`config.mk`:
```
export PLATFORM = sky130hd
export DESIGN_NAME = conv_frame_ctrl
export DESIGN_NICKNAME = d
export VERILOG_FILES = /design/src/rtl/conv_pkg.sv /design/src/rtl/conv_pos_counter.sv /design/src/rtl/conv_frame_ctrl.sv
export SDC_FILE = /design/constraint.sdc
export NUM_CORES = 1
export LEC_CHECK = 0
export ABC_AREA = 1
export CELL_PAD_IN_SITES_DETAIL_PLACEMENT = 1
export CELL_PAD_IN_SITES_GLOBAL_PLACEMENT = 1
export CORE_MARGIN = 3
export CORE_UTILIZATION = 42
export DETAILED_ROUTE_END_ITERATION = 7
export PLACE_DENSITY_LB_ADDON = 0.15
export REMOVE_ABC_BUFFERS = 1
export SLEW_MARGIN = 20
export SYNTH_ARGS = -nofsm -noshare
export SYNTH_HDL_FRONTEND = slang
export SYNTH_SLANG_ARGS = --single-unit
```
`constraint.sdc`:
```
create_clock -name clk -period 3.5 [get_ports clk]
set_clock_uncertainty 0.05 [all_clocks]
set_input_delay 0.875 -clock clk [delete_from_list [all_inputs] [get_ports clk]]
set_output_delay 0.875 -clock clk [all_outputs]
set_load 0.1 [all_outputs]
```
`src/rtl/conv_pkg.sv`:
```
// Shared types and helpers for the 5x5 convolution frame sequencer.
package conv_pkg;

  typedef enum logic [1:0] {
    IDLE  = 2'd0,
    PRIME = 2'd1,
    RUN   = 2'd2,
    FLUSH = 2'd3
  } state_t;

  localparam int unsigned DEF_WIDTH  = 320;
  localparam int unsigned DEF_HEIGHT = 240;
  localparam int unsigned DEF_K      = 5;

  // Kernel window centred at (col,row) reaches outside the frame
  function automatic logic is_border(input int unsigned col, input int unsigned row,
                                     input int unsigned width, input int unsigned height,
                                     input int unsigned r);
    return (col < r) || (col >= width - r) || (row < r) || (row >= height - r);
  endfunction

endpackage

```
`src/rtl/conv_pos_counter.sv`:
```
// Column/row position counter with raster wrap; clear and advance may combine
// (clear+advance lands on position 1).
module conv_pos_counter #(
  parameter int unsigned W  = 8,
  parameter int unsigned H  = 8,
  parameter int unsigned CW = 3,
  parameter int unsigned RW = 3
) (
  input  logic          clk,
  input  logic          rst_n,
  input  logic          i_clr,
  input  logic          i_en,
  output logic [CW-1:0] o_col,
  output logic [RW-1:0] o_row,
  output logic          o_first,
  output logic          o_last
);

  logic [CW-1:0] r_col;
  logic [RW-1:0] r_row;
  logic [CW-1:0] w_col_base;
  logic [RW-1:0] w_row_base;
  logic [CW-1:0] w_col_nxt;
  logic [RW-1:0] w_row_nxt;

  always_comb begin
    w_col_base = i_clr ? '0 : r_col;
    w_row_base = i_clr ? '0 : r_row;
    w_col_nxt  = w_col_base;
    w_row_nxt  = w_row_base;
    if (i_en) begin
      if (w_col_base == CW'(W - 1)) begin
        w_col_nxt = '0;
        w_row_nxt = (w_row_base == RW'(H - 1)) ? '0 : w_row_base + RW'(1);
      end else begin
        w_col_nxt = w_col_base + CW'(1);
      end
    end
  end

  always_ff @(posedge clk or negedge rst_n) begin
    if (!rst_n) begin
      r_col <= '0;
      r_row <= '0;
    end else begin
      r_col <= w_col_nxt;
      r_row <= w_row_nxt;
    end
  end

  assign o_col   = r_col;
  assign o_row   = r_row;
  assign o_first = (r_col == '0) && (r_row == '0);
  assign o_last  = (r_col == CW'(W - 1)) && (r_row == RW'(H - 1));

endmodule

```
`src/rtl/conv_frame_ctrl.sv`:
```
// Frame sequencer for the KxK blur datapath: handshake, priming, flush, border tags.
// Optional CONV_CTRL_STATS_EN adds saturating frame_cnt / err_cnt outputs.
module conv_frame_ctrl
  import conv_pkg::*;
#(
  parameter int unsigned WIDTH  = DEF_WIDTH,
  parameter int unsigned HEIGHT = DEF_HEIGHT,
  parameter int unsigned K      = DEF_K
) (
  input  logic                      clk,
  input  logic                      rst_n,
  input  logic                      in_valid,
  input  logic                      in_sop,
  input  logic                      in_eop,
  output logic                      in_ready,
  output logic                      shift_en,
  output logic                      inject_zero,
  input  logic                      out_ready,
  output logic                      out_valid,
  output logic                      out_sop,
  output logic                      out_eop,
  output logic                      out_border,
  output logic [$clog2(WIDTH)-1:0]  out_col,
  output logic [$clog2(HEIGHT)-1:0] out_row,
`ifdef CONV_CTRL_STATS_EN
  output logic                      err_sync,
  output logic [15:0]               frame_cnt,
  output logic [15:0]               err_cnt
`else
  output logic                      err_sync
`endif
);

  localparam int unsigned R       = K / 2;
  localparam int unsigned D       = R * WIDTH + R;
  localparam int unsigned CW      = $clog2(WIDTH);
  localparam int unsigned RW      = $clog2(HEIGHT);
  localparam int unsigned DM1_COL = (D - 1) % WIDTH;
  localparam int unsigned DM1_ROW = (D - 1) / WIDTH;

  state_t        r_state;
  state_t        w_state_nxt;
  logic          w_in_ready;
  logic          w_shift;
  logic          w_inject;
  logic          w_emit;
  logic          w_in_clr;
  logic          w_in_en;
  logic          w_out_clr;
  logic          w_err;
  logic          w_acc;
  logic          w_in_at_dm1;
  logic [CW-1:0] w_in_col;
  logic [RW-1:0] w_in_row;
  logic          w_in_last;
  logic          w_unused_in_first;
  logic [CW-1:0] w_out_col;
  logic [RW-1:0] w_out_row;
  logic          w_out_first;
  logic          w_out_last;

  logic          r_out_valid;
  logic          r_out_sop;
  logic          r_out_eop;
  logic          r_out_border;
  logic [CW-1:0] r_out_col;
  logic [RW-1:0] r_out_row;
  logic          r_err_sync;

  // Input counter holds the index of the next pixel; during FLUSH it counts flush cycles
  conv_pos_counter #(.W(WIDTH), .H(HEIGHT), .CW(CW), .RW(RW)) u_in_pos (
    .clk     (clk),
    .rst_n   (rst_n),
    .i_clr   (w_in_clr),
    .i_en    (w_in_en),
    .o_col   (w_in_col),
    .o_row   (w_in_row),
    .o_first (w_unused_in_first),
    .o_last  (w_in_last)
  );

  conv_pos_counter #(.W(WIDTH), .H(HEIGHT), .CW(CW), .RW(RW)) u_out_pos (
    .clk     (clk),
    .rst_n   (rst_n),
    .i_clr   (w_out_clr),
    .i_en    (w_emit),
    .o_col   (w_out_col),
    .o_row   (w_out_row),
    .o_first (w_out_first),
    .o_last  (w_out_last)
  );

  assign w_acc       = in_valid & out_ready;
  assign w_in_at_dm1 = (w_in_col == CW'(DM1_COL)) && (w_in_row == RW'(DM1_ROW));

  always_ff @(posedge clk or negedge rst_n) begin
    if (!rst_n) r_state <= IDLE;
    else        r_state <= w_state_nxt;
  end

  always_comb begin
    w_state_nxt = r_state;
    w_in_ready  = 1'b0;
    w_shift     = 1'b0;
    w_inject    = 1'b0;
    w_emit      = 1'b0;
    w_in_clr    = 1'b0;
    w_in_en     = 1'b0;
    w_out_clr   = 1'b0;
    w_err       = 1'b0;
    case (r_state)
      IDLE: begin
        w_in_ready = 1'b1;
        if (in_valid && in_sop) begin
          w_shift     = 1'b1;
          w_in_clr    = 1'b1;
          w_in_en     = 1'b1;
          w_out_clr   = 1'b1;
          w_err       = in_eop;
          w_state_nxt = PRIME;
        end
      end
      PRIME, RUN: begin
        w_in_ready = out_ready;
        if (w_acc) begin
          w_shift = 1'b1;
          w_in_en = 1'b1;
          if (in_sop) begin
            // Resync: this pixel starts a fresh frame
            w_err       = 1'b1;
            w_in_clr    = 1'b1;
            w_out_clr   = 1'b1;
            w_state_nxt = PRIME;
          end else begin
            w_err  = in_eop & ~w_in_last;
            w_emit = (r_state == RUN);
            if (r_state == PRIME && w_in_at_dm1) w_state_nxt = RUN;
            if (r_state == RUN && w_in_last)     w_state_nxt = FLUSH;
          end
        end
      end
      FLUSH: begin
        if (out_ready) begin
          w_shift  = 1'b1;
          w_inject = 1'b1;
          w_emit   = 1'b1;
          if (w_in_at_dm1) begin
            w_in_clr    = 1'b1;
            w_state_nxt = IDLE;
          end else begin
            w_in_en = 1'b1;
          end
        end
      end
      default: w_state_nxt = IDLE;
    endcase
  end

  // Output register stage; holds everything while downstream stalls
  always_ff @(posedge clk or negedge rst_n) begin
    if (!rst_n) begin
      r_out_valid  <= 1'b0;
      r_out_sop    <= 1'b0;
      r_out_eop    <= 1'b0;
      r_out_border <= 1'b0;
      r_out_col    <= '0;
      r_out_row    <= '0;
      r_err_sync   <= 1'b0;
    end else begin
      if (w_err) r_err_sync <= 1'b1;
      if (out_ready) begin
        r_out_valid  <= w_emit;
        r_out_sop    <= w_emit & w_out_first;
        r_out_eop    <= w_emit & w_out_last;
        r_out_border <= w_emit & is_border(32'(w_out_col), 32'(w_out_row), WIDTH, HEIGHT, R);
        r_out_col    <= w_out_col;
        r_out_row    <= w_out_row;
      end
    end
  end

  // Combinational strobes are forced low while reset is asserted
  assign in_ready    = rst_n & w_in_ready;
  assign shift_en    = rst_n & w_shift;
  assign inject_zero = rst_n & w_inject;
  assign out_valid   = r_out_valid;
  assign out_sop     = r_out_sop;
  assign out_eop     = r_out_eop;
  assign out_border  = r_out_border;
  assign out_col     = r_out_col;
  assign out_row     = r_out_row;
  assign err_sync    = r_err_sync;

`ifdef CONV_CTRL_STATS_EN
  logic [15:0] r_frame_cnt;
  logic [15:0] r_err_cnt;

  always_ff @(posedge clk or negedge rst_n) begin
    if (!rst_n) begin
      r_frame_cnt <= '0;
      r_err_cnt   <= '0;
    end else begin
      if (r_out_valid && r_out_eop && out_ready && (r_frame_cnt != 16'hFFFF))
        r_frame_cnt <= r_frame_cnt + 16'd1;
      if (w_err && (r_err_cnt != 16'hFFFF))
        r_err_cnt <= r_err_cnt + 16'd1;
    end
  end

  assign frame_cnt = r_frame_cnt;
  assign err_cnt   = r_err_cnt;
`endif

endmodule
```
# [Word level (Yosys, flattened, before mapping)]
# Cells that the tools add are included.
[totals] regBits=58 latch_bits=0 ramBits=0 mem_bits_ro=0 output_inout_bits=25 wordCells=106 memories=0
[op_classes] add_sub_neg=4 n_mul=0 n_div=0 n_lt_le_gt_ge=4 eq_ne=18 shifts=0 n_mux=44 bitwise=9 reduce_logical=15
[op_table] op="2-to-1 mux 8 bit" n=8
[op_table] op="2-to-1 mux 9 bit" n=6
[op_table] op="== test 9 bit, second input constant" n=4
[op_table] op="== test 8 bit, second input constant" n=4
[op_table] op="adder 9 x 1 -> 9 bit, second input constant" n=2
[op_table] op="adder 8 x 1 -> 8 bit, second input constant" n=2
[op_table] op="2-to-1 mux 1 bit" n=15
[op_table] op="2-to-1 mux 2 bit" n=7
[op_table] op="== test 9 x 1 -> 1 bit, second input constant" n=1
[op_table] op="greater-or-equal comparator 9 bit, second input constant" n=1
[op_table] op="logical NOT 9 bit" n=1
[op_table] op="< comparator 9 x 2 -> 1 bit, second input constant" n=1
[op_table] op="one-hot mux 1 bit (3 select lines)" n=3
[op_table] op="AND 1 bit" n=8
[op_table] op="== test 8 x 2 -> 1 bit, second input constant" n=1
[op_table] op="greater-or-equal comparator 8 bit, second input constant" n=1
[op_table] op="logical NOT 8 bit" n=1
[op_table] op="< comparator 8 x 2 -> 1 bit, second input constant" n=1
[op_table] op="inequality test 2 bit, second input constant" n=4
[op_table] op="one-hot mux 1 bit (2 select lines)" n=4
[op_table] op="logical AND 1 bit" n=7
[op_table] op="one-hot mux 2 bit (3 select lines)" n=1
[op_table] op="AND reduction 5 bit" n=1
[op_table] op="== test 2 bit, second input constant" n=2
[op_table] op="6 further kinds" n=8

# [Logic depth before layout (Yosys ltp)]
[depth] word_depth=10 mapped_depth=18

# [By module]
# Synthesis repeated with hierarchy kept, for this count alone.
[unflattened] hier_cells=517 hier_area_um2=3759.9
[modules_own_cells] mod="conv_pos_counter" instances=2 cells_per_inst=171 area_per_inst_um2=1206.2 seq_area_each_um2=425.4
[modules_own_cells] mod="conv_frame_ctrl" instances=1 cells_per_inst=175 area_per_inst_um2=1347.5 seq_area_each_um2=600.6

# [Worst setup path before layout]
# No wires, ideal clock.
[synth_timing] path_kind="in2out" start="in out_ready" end="out in_ready" t_arrival_ns=3.237 required_time_ns=2.575 setup_slack_ns=-0.662 cell_stages=3 n_path_buf=1 cell_sequence="buf_6 > nand2_4 > a211oi_1"
[synth_between] elab_chain_cells=2
[synth_rtl] item="start, declared" line="conv_frame_ctrl.sv:18" text="input logic out_ready,"
[synth_rtl] item="one-hot mux 1 bit (2 select lines)" line="conv_frame_ctrl.sv:111" text="case (r_state)"
[synth_rtl] item="AND 1 bit" line="conv_frame_ctrl.sv:183" text="assign in_ready = rst_n & w_in_ready;"
[synth_rtl] item="end, declared" line="conv_frame_ctrl.sv:15" text="output logic in_ready,"
# Every way passes these cells.

# [Final worst setup path]
[layout_timing] start="in in_valid" end="out shift_en"
[layout_between] elab_chain_cells=4
[layout_rtl] item="start, declared" line="conv_frame_ctrl.sv:12" text="input logic in_valid,"
[layout_rtl] item="AND 1 bit or logical AND 1 bit (tied branches)" line="conv_frame_ctrl.sv:93, conv_frame_ctrl.sv:114"
[layout_rtl] item="2-to-1 mux 1 bit, on equally long branches" line="conv_frame_ctrl.sv:125, conv_frame_ctrl.sv:114"
[layout_rtl] item="one-hot mux 1 bit (3 select lines) *" line="conv_frame_ctrl.sv:111"
[layout_rtl] item="AND 1 bit *" line="conv_frame_ctrl.sv:184" text="assign shift_en = rst_n & w_shift;"
[layout_rtl] item="end, declared" line="conv_frame_ctrl.sv:16" text="output logic shift_en,"
# Mark *: on every way between the ends. The rest lies on a longest branch, timed or not.

==> results.sh <==
export IMPL_die_h_um=99.00
export IMPL_crit_type="in2out"
export IMPL_cts_tree="yes"
export IMPL_antenna_found_initial=0
export IMPL_antenna_left=0
export IMPL_grt_use_total=0.2411
export IMPL_hold_worst_slack_ns=0.4171
export IMPL_fmax_mhz=305.9
export IMPL_synth_top_area_frac=0.3996
export IMPL_maxCapViolations=0
export IMPL_grt_overflow=0
export IMPL_layout_min_cycle_time_ns=3.269
export IMPL_ys_seq_elements=58
export IMPL_worst_pin_slew_ns=0.7612
export IMPL_htreeDepth=3
export IMPL_vias_per_cell=5.341
export IMPL_synth_top_cells_by_count="nand2_1 (155), inv_1 (69), nor2_1 (63), dfrtp_1 (58), nand3_1 (37)"
export IMPL_cp_arrival_ns=2.34
export IMPL_root_buffer="clkbuf_8"
export IMPL_num_rows=33
export IMPL_p_total_w=0.002632
export IMPL_dieArea_sq_um=9800
export IMPL_cp_required_ns=2.57
export IMPL_ios=31
export IMPL_drt_initial_drc_count=67
export IMPL_fin_nets=570
export IMPL_synth_area_sq_um=3632
export IMPL_syn_inst=513
export IMPL_seq_area_sq_um=1451
export IMPL_die_w_um=99.00
export IMPL_yosysWarnings=0
export IMPL_synth_edf_count=0
export IMPL_cts_sinks=58
export IMPL_syn_avg_cell_area_sq_um=7.080
export IMPL_setup_violations=0
export IMPL_reg2reg_setup_slack_ns=0.70
export IMPL_hold_buffers=0
export IMPL_grt_pass1_vias=3938
export IMPL_dpl_hpwl_um=8366
export IMPL_ys_flop_type="dfrtp_1"
export IMPL_async_reset_ff_frac=1.000
export IMPL_multi_input_area_sq_um=1826
export IMPL_ys_types=35
export IMPL_vias=3552
export IMPL_cp_end_kind="output port"
export IMPL_nFillCells=1096
export IMPL_cts_buffers=9
export IMPL_yosysMostFrequentCell="nand2_1"
export IMPL_clkSlewWorstSetupHoldPaths_ns=0.07
export IMPL_slew_limit_headroom=0.4925
export IMPL_antennaDiodeCount=0
export IMPL_met3WireLength_um=250
export IMPL_portBuffers=30
export IMPL_drcViolationCount=0
export IMPL_routed_wl_um=10890
export IMPL_finalHoldViolations=0
export IMPL_area_growth_pct=17.05
export IMPL_rsz0062_at_grt="no"
export IMPL_cellPowerDensity_nw_per_um2=619.0
export IMPL_drt_pass1_iterations=4
export IMPL_p_leak_nw=2.301
export IMPL_yosysTopAreaCell="dfrtp_1"
export IMPL_fin_ws_ns=0.2308
export IMPL_status="finished, final reports clean"
export IMPL_core_sq_um=8299
export IMPL_top_layer="met4"
export IMPL_clockBufferDepth=2
export IMPL_hold_class="reg2reg"
export IMPL_grt_max_degree=59
export IMPL_drive_above_1_share=0.1464
export IMPL_slew_violations=0
export IMPL_fin_crit_sh=0.9341
export IMPL_grt_pass1_wl_um=19040
export IMPL_dp_worst_setup_slack_ns=0.04689
export IMPL_crit_path_start_kind="input port"
export IMPL_ir_drop_v=0.0004206
export IMPL_wl_met2_um=5861
export IMPL_start_util=0.4377
export IMPL_ys_seq_area_frac=0.3996
export IMPL_synthTopCellsByArea="dfrtp_1 (40%), nand2_1 (16%), inv_1 (7.1%), nor2_1 (6.5%), nand3_1 (5.1%)"
export IMPL_clock_latency_ns=0.34
export IMPL_crit_fanout=3
export IMPL_wl_per_cell_um=16.38
export IMPL_wl_met1_um=4506
export IMPL_gp_congestion=0.8188
[metrics by stage]
stage,cells,TNS (ns),util,instance area (sq um)
2_1_floorplan,501,-0.5615,-,3562
6_report,665,0,0.5123,4252
5_1_grt,665,0,0.5123,4252
3_5_place_dp,650,0,0.4918,4081
3_3_place_gp,650,0,0.4918,4081
4_1_cts,665,0,0.5120,4249
[critical path: stages]
cell             delay, ns
clkdlybuf4s50_1       0.51
nand2_1               0.08
inv_1                 0.11
nand2_1               0.08
nand2_1               0.07
inv_1                 0.05
nand2_1               0.05
nand2_1               0.07
nor2_1                0.24
buf_12                0.21
[layer usage]
layer	vias up	track usage
met5	-	0
met3	25	0.03822
met2	43	0.4401
li1	1715	-
met1	1769	0.2853
met4	0	0.08298
[flip-flops by register name (all words and copies together), names as in the netlist]
name	count
err_sync	1
u_in_pos.o_col	9
out_border	1
out_row	8
u_out_pos.o_row	8
out_col	9
out_sop	1
u_in_pos.o_row	8
r_state	2
out_valid	1
u_out_pos.o_col	9
out_eop	1
[area by class of cell]
cell class | count | area share
multi-input cells | 367 | 0.4294
flip-flops and latches | 58 | 0.3414
repair buffers | 44 | 0.09182
inverters | 76 | 0.06710
well taps | 105 | 0.03090
clock buffers | 9 | 0.02913
clock inverters | 6 | 0.01030
[power breakdown]
part | leakage [nW] | switching [W] | internal [W]
Combinational | 1.44 | 0.000900 | 0.000332
Clock | 0.0737 | 0.000299 | 0.000253
Sequential | 0.783 | 0.0000827 | 0.000765
[layout by cell type (no fill, tap or decap), types with 5 or more instances in the layout]
cell	count
inv_2	7
xor2_1	5
clkbuf_8	9
a21oi_1	11
nor4_1	5
dfrtp_1	58
o21ai_0	23
nand2_1	155
nand3_1	37
nor3_1	7
ha_1	8
inv_1	69
nand4_1	21
nor2_1	63
buf_4	35
[repair_timing]
item                                    4_1_cts  5_1_grt
buffers inserted                              0        0
endpoints found under the hold margin         0        0
gates resized for setup                       0        1
endpoints found under the setup margin        0        1
[final timing paths]
kind | cells past startpoint | end | from
max | 10 | shift_en | in_valid
min | 1 | err_sync$_DFFE_PN0P_ | err_sync$_DFFE_PN0P_
max reg2reg | 17 | u_out_pos.o_row[3]$_DFF_PN0_ | r_state[0]$_DFFE_PN0P_
min reg2reg | 1 | err_sync$_DFFE_PN0P_ | err_sync$_DFFE_PN0P_
max in group asynchronous | 2 | u_out_pos.o_row[2]$_DFF_PN0_ | rst_n
min in group asynchronous | 2 | u_in_pos.o_col[7]$_DFF_PN0_ | rst_n
[cell families after synthesis]
kind of cell | Yosys count | share of synthesized area
fa+ha+maj | 8 | 0.02756
compound gates | 43 | 0.06924
simple gates | 307 | 0.3841
buf+inv | 88 | 0.09783
xor+xnor | 9 | 0.02170
flops | 58 | 0.3996
(Power assumes the default switching activity.)
